[config.mk]
export PLATFORM = sky130hd
export DESIGN_NAME = zx_contention_ctrl
export DESIGN_NICKNAME = d
export VERILOG_FILES = /design/src/rtl/zx_contention_ctrl_pkg.sv /design/src/rtl/zx_timebase.sv /design/src/rtl/zx_contention_ctrl.sv
export SDC_FILE = /design/constraint.sdc
export NUM_CORES = 1
export LEC_CHECK = 0
export BUFFER_PORTS_ARGS = -buffer_cell sky130_fd_sc_hd__buf_2
export CORE_UTILIZATION = 35
export CTS_CLUSTER_SIZE = 24
export DETAILED_ROUTE_END_ITERATION = 7
export GPL_TIMING_DRIVEN = 0
export PLACE_DENSITY_LB_ADDON = 0.08
export SLEW_MARGIN = 20
export SYNTH_ARGS = -nofsm -noshare
export SYNTH_HDL_FRONTEND = slang
export SYNTH_HIERARCHICAL = 1
export SYNTH_SLANG_ARGS = --single-unit
export TNS_END_PERCENT = 50
[constraint.sdc]
create_clock -name clock -period 3.3 [get_ports clock]
set_clock_uncertainty 0.1 [all_clocks]
set_input_delay 0.165 -clock clock [delete_from_list [all_inputs] [get_ports clock]]
set_output_delay 0.165 -clock clock [all_outputs]
set_load 0.005 [all_outputs]
[src/rtl/zx_contention_ctrl_pkg.sv]
// zx_contention_ctrl_pkg: shared ULA timing constants, contended window bounds and FSM state type
package zx_contention_ctrl_pkg;
  localparam int DIV_DEF = 8;
  localparam int LINES_DEF = 312;
  localparam int TPL_DEF = 224;
  localparam int WIN_LINE_LO = 64;
  localparam int WIN_LINE_HI = 255;
  localparam int WIN_TS_HI = 127;
  localparam int IRQ_LEN = 32;
  typedef enum logic {IDLE, ACTIVE} state_e;
endpackage

[src/rtl/zx_timebase.sv]
// zx_timebase: master clock divider, line/T-state frame counters and registered frame interrupt
module zx_timebase
  import zx_contention_ctrl_pkg::*;
#(
  parameter int DIV = DIV_DEF,
  parameter int LINES = LINES_DEF,
  parameter int TPL = TPL_DEF
) (
  input  logic       clock,
  input  logic       reset,
  output logic       tick_o,
  output logic       half_o,
  output logic [8:0] line_o,
  output logic [7:0] tstate_o,
  output logic [8:0] line_n_o,
  output logic [7:0] tstate_n_o,
  output logic       irq_o
);
  localparam int DW = $clog2(DIV);
  logic [DW-1:0] div_q, div_d;
  logic [8:0] line_q, line_d;
  logic [7:0] tstate_q, tstate_d;
  logic irq_q, ts_end, ln_end;
  always_comb begin
    tick_o = div_q == DW'(DIV - 1);
    half_o = div_q == DW'(DIV / 2 - 1);
    ts_end = tstate_q == 8'(TPL - 1);
    ln_end = line_q == 9'(LINES - 1);
    div_d = tick_o ? '0 : div_q + 1'b1;
    tstate_d = !tick_o ? tstate_q : ts_end ? '0 : tstate_q + 1'b1;
    line_d = !(tick_o && ts_end) ? line_q : ln_end ? '0 : line_q + 1'b1;
  end
  always_ff @(posedge clock) begin
    if (reset) begin
      div_q <= '0;
      line_q <= '0;
      tstate_q <= '0;
      irq_q <= 1'b1;
    end else begin
      div_q <= div_d;
      line_q <= line_d;
      tstate_q <= tstate_d;
      irq_q <= !(line_q == '0 && tstate_q < 8'(IRQ_LEN));
    end
  end
  assign line_o = line_q;
  assign tstate_o = tstate_q;
  assign line_n_o = line_d;
  assign tstate_n_o = tstate_d;
  assign irq_o = irq_q;
endmodule

[src/rtl/zx_contention_ctrl.sv]
// zx_contention_ctrl: CPU clock enables, frame interrupt and 48K-style memory/IO contention stalls
module zx_contention_ctrl
  import zx_contention_ctrl_pkg::*;
#(
  parameter int DIV = DIV_DEF,
  parameter int LINES = LINES_DEF,
  parameter int TPL = TPL_DEF,
  parameter int CONTEND = 1
) (
  input  logic        clock,
  input  logic        reset,
  input  logic [15:0] a,
  input  logic        mreq,
  input  logic        iorq,
  input  logic        rfsh,
  output logic        ne,
  output logic        pe,
  output logic        irq,
  output logic [8:0]  line,
  output logic [7:0]  tstate,
  output logic        hold
);
  state_e state_q, state_d;
  logic run_q, run_d, pe_q, ne_q, hold_q;
  logic tick, half, acc, win, stall, unused_a;
  logic [8:0] line_n;
  logic [7:0] tstate_n;
  zx_timebase #(.DIV(DIV), .LINES(LINES), .TPL(TPL)) u_timebase (
    .clock      (clock),
    .reset      (reset),
    .tick_o     (tick),
    .half_o     (half),
    .line_o     (line),
    .tstate_o   (tstate),
    .line_n_o   (line_n),
    .tstate_n_o (tstate_n),
    .irq_o      (irq)
  );
  // Contention is judged against the T-state that begins at this tick
  always_comb begin
    unused_a = ^a[13:1];
    acc = rfsh && ((!mreq && a[15:14] == 2'b01) || (!iorq && !a[0]));
    win = CONTEND != 0 && line_n >= 9'(WIN_LINE_LO) && line_n <= 9'(WIN_LINE_HI)
          && tstate_n <= 8'(WIN_TS_HI);
    stall = tick && state_q == IDLE && acc && win && tstate_n[2:0] < 3'd6;
    state_d = (!tick || stall) ? state_q : acc ? ACTIVE : IDLE;
    run_d = tick ? !stall : run_q;
  end
  always_ff @(posedge clock) begin
    if (reset) begin
      state_q <= IDLE;
      run_q <= 1'b0;
      pe_q <= 1'b0;
      ne_q <= 1'b0;
      hold_q <= 1'b0;
    end else begin
      state_q <= state_d;
      run_q <= run_d;
      pe_q <= tick && !stall;
      ne_q <= half && run_q;
      hold_q <= tick ? stall : hold_q;
    end
  end
  assign pe = pe_q;
  assign ne = ne_q;
  assign hold = hold_q;
endmodule

==> impl.org <==
** Cells and area
- Cell area after layout :: between 0.0015 and 0.002 mm^2
- Antenna Cells :: 0
- Excluding fillers, the count of instances in the completed layout stands at roughly 230.
- Number of nets in the layout :: around 210
- The sequential cells in the finished layout cover a total of about 520 um^2.
- Fill cells in the final layout number approximately 390.
- In the final layout, the multi-input gates occupy 787 um^2.
- Measured on the finished design, the core utilization comes to 0.445.
- Layout cell share with drive strength beyond 1 :: 0.265
- Compared with the post-synthesis result, the final layout area differs by 19.9%.

** Setup path
- Worst reg2reg setup slack :: roughly 300 ps
- Most frequent cell on the critical path :: sky130_fd_sc_hd__nor2_1
- For the worst setup path, the data arrival time is 3110 ps.
- Worst r2r path cells :: 11
- Type of element capturing the critical path :: flop
- By startpoint and endpoint, the worst setup path is classified as reg2reg.
- In this run the worst path has a maximum fanout of 10.
- The kind of cell with the highest combined delay along the critical path is simple AND/OR/NAND/NOR gates.
- Reg-to-reg critical path startpoint :: u_timebase/div_q[0]
- The worst register-to-register path ends at hold.
- Max stage delay on crit path :: 510 ps
- The signal on the critical path passes through ha_1 > ha_2 > clkbuf_2 > nand3_1 > nor2_1 > mux2_2 > a22o_1 > nor2_1 > o211ai_1 > or4b_1 > a21oi_1.
- CP max-delay cell :: sky130_fd_sc_hd__or4b_1
- Bufs and invs on worst path :: 1
- STA classifies the critical path startpoint as a flop.
- Required time reported for the critical path endpoint :: between 3000 and 4000 ps

** Hold path
- The min-delay analysis places its worst path in the category in2reg.
- Startpoint of the worst hold path :: reset
- Along the worst hold path, the cell count comes to 2.
- The worst hold path terminates at ne.

** Floorplanning
- During I/O placement, the number of pins put on the boundary was 42.
- The initialized floorplan defines 22 standard-cell rows.
- Die Y :: between 60 and 70 um
- Effective utilization at floorplan :: 0.371
- Measured along the x axis, the die boundary spans between 60 and 70 um.
- The floorplan step defined a die boundary enclosing around 0.0042 mm^2.
- Core region area :: ~0.0037 mm^2

** Place
- Detailed placement ended at an HPWL of 2240 um.
- Routability-driven placement finished with a final weighted congestion of 0.786.
- Dpl cells :: about 230
- In this run the cell area measured after placement is between 0.0015 and 0.002 mm^2.
- Worst slack at placement :: a little under 70 ps
- The count of buffers added on input and output ports is 28.

** Clocking
- TritonCTS created 3 clock buffers.
- Cts-stage hold buffer count :: 0
- The clock passes through at most 2 buffers.
- Maximum level of the CTS H-tree :: 1
- Clock sink count :: 26
- The number of gates resized after CTS was 0.
- Clock root buffer :: sky130_fd_sc_hd__clkbuf_8
- Setup repair bufs after CTS :: 0
- TritonCTS built the clock tree.
- Source-to-sink clock delay at the later pin of the worst-skew pair :: 270 ps
- Clock-pin slew of the registers on the worst-case setup and hold paths :: about 90 ps

** Route
- Via-to-Cell Ratio :: ~5.2
- The routed layout has approximately 1,200 vias.
- Detail Route Antenna Nets :: 0
- The first detailed-routing pass took 4 iterations.
- The detailed router finished its first iteration with 64 violations.
- In the final routed layout, each cell accounts on average for 13.0 um.
- Total detailed-routing wirelength :: 3020 um
- Number of DRC violations after detailed routing :: 0

** Flow run
- Max-cap violations in this run came to 0.

** Timing
- In the finished design, the share of the clock period the worst path needs comes to 0.909.
- Total negative slack :: 0 ps
- Setup violations remaining at the end of the flow were counted as 0.
- The count of final max-slew check failures was 0.
- The worst pin sits at a relative slew slack of 0.520.
- PnR worst setup slack :: 302 ps
- The final hold violation count came to 0.
- Static timing analysis puts the maximum clock frequency at around 0.33 GHz.
- Setup repair after global routing left no endpoint under its margin.
- Slew @ Worst Pin :: between 700 and 800 ps
- Hold slack :: around 21 ps
- Shortest period the worst path allows :: approximately 3000 ps

** Global route
- Number of global-route vias before repair :: roughly 1,100
- Total global-route track usage :: 0.159
- Global routing finished with a remaining overflow of 0.
- Initial antenna violation count :: 0
- Wire length of the first global-routing pass :: roughly 5200 um
- Pin count of the biggest net entering global routing :: 16

** Power and ir drop
- Max IR drop VDD :: around 0.00015 V
- For this design the ratio of total power to cell area is around 370 mW/mm^2.
- In this run the static leakage power is between 0.7 and 0.8 nW.
- After layout, the design draws a total of slightly above 600 uW.

** Synthesis
- Netlist area before placement :: about 0.0014 mm^2
- The number of nets in the synthesized netlist is 180.
- Post-Synthesis Cells :: 153
- Yosys printed 6 warnings.
- Dividing the synthesized area by the synthesized cell count gives 9.02 um^2.

** Run status
- Result of the run :: finished, final reports clean
sequential cells by signal, indices dropped and copies added (netlist names):
name	cells
ne	1
run_q	1
u_timebase/irq_o	1
u_timebase/div_q	3
hold	1
pe	1
state_q	1
u_timebase/line_o	9
u_timebase/tstate_o	8
where the power goes:
| group | leakage [nW] | internal, mW | total, mW | switching [mW] |
|---|---|---|---|---|
| sequential | 0.210 | 0.318 | 0.320 | 0.00182 |
| combinational | 0.474 | 0.0112 | 0.0223 | 0.0111 |
| clock | 0.0357 | 0.162 | 0.268 | 0.106 |
worst max path at each step:
stage,from,cells past startpoint,end,slack (ps)
after floorplan,u_timebase/div_q[0],11,hold,420
after global placement,u_timebase/div_q[0],11,hold,120
after detailed placement,u_timebase/div_q[0],11,hold,70
after CTS,u_timebase/div_q[0],11,hold,60
after global routing,u_timebase/div_q[0],11,hold,80
final,u_timebase/div_q[0],11,hold,300
routing by layer:
| layer | share of wire | GRT usage | up-vias |
|---|---|---|---|
| met1 | 0.51 | 0.210 | 549 |
| met3 | 0.037 | 0.0282 | 2 |
| met2 | 0.45 | 0.258 | 27 |
| met5 | 0 | 0 | - |
| met4 | 0.0056 | 0.0528 | 0 |
| li1 | - | - | 626 |
placed cells by master (no fill, tap or decap), types with 4 or more instances in the layout:
cell type / count
sky130_fd_sc_hd__buf_2: 29
sky130_fd_sc_hd__nor2_1: 9
sky130_fd_sc_hd__dfxtp_1: 26
sky130_fd_sc_hd__inv_1: 7
sky130_fd_sc_hd__nand2_1: 11
sky130_fd_sc_hd__nand3_1: 6
sky130_fd_sc_hd__nand2b_1: 4
sky130_fd_sc_hd__nor3_1: 7
sky130_fd_sc_hd__ha_1: 5
sky130_fd_sc_hd__a21oi_1: 10
sky130_fd_sc_hd__and2_1: 5
sky130_fd_sc_hd__clkbuf_8: 4
sky130_fd_sc_hd__nand4_1: 6
cell type report:
class                           count  area share
Inverter                            7      0.0159
Tap cell                           48      0.0363
Multi-Input combinational cell    114       0.475
Buffer                              6      0.0302
Timing Repair Buffer               28      0.0847
Sequential cell                    26       0.314
Clock inverter                      1      0.0181
Clock buffer                        3      0.0249
Power figures use the tool's default switching activity.
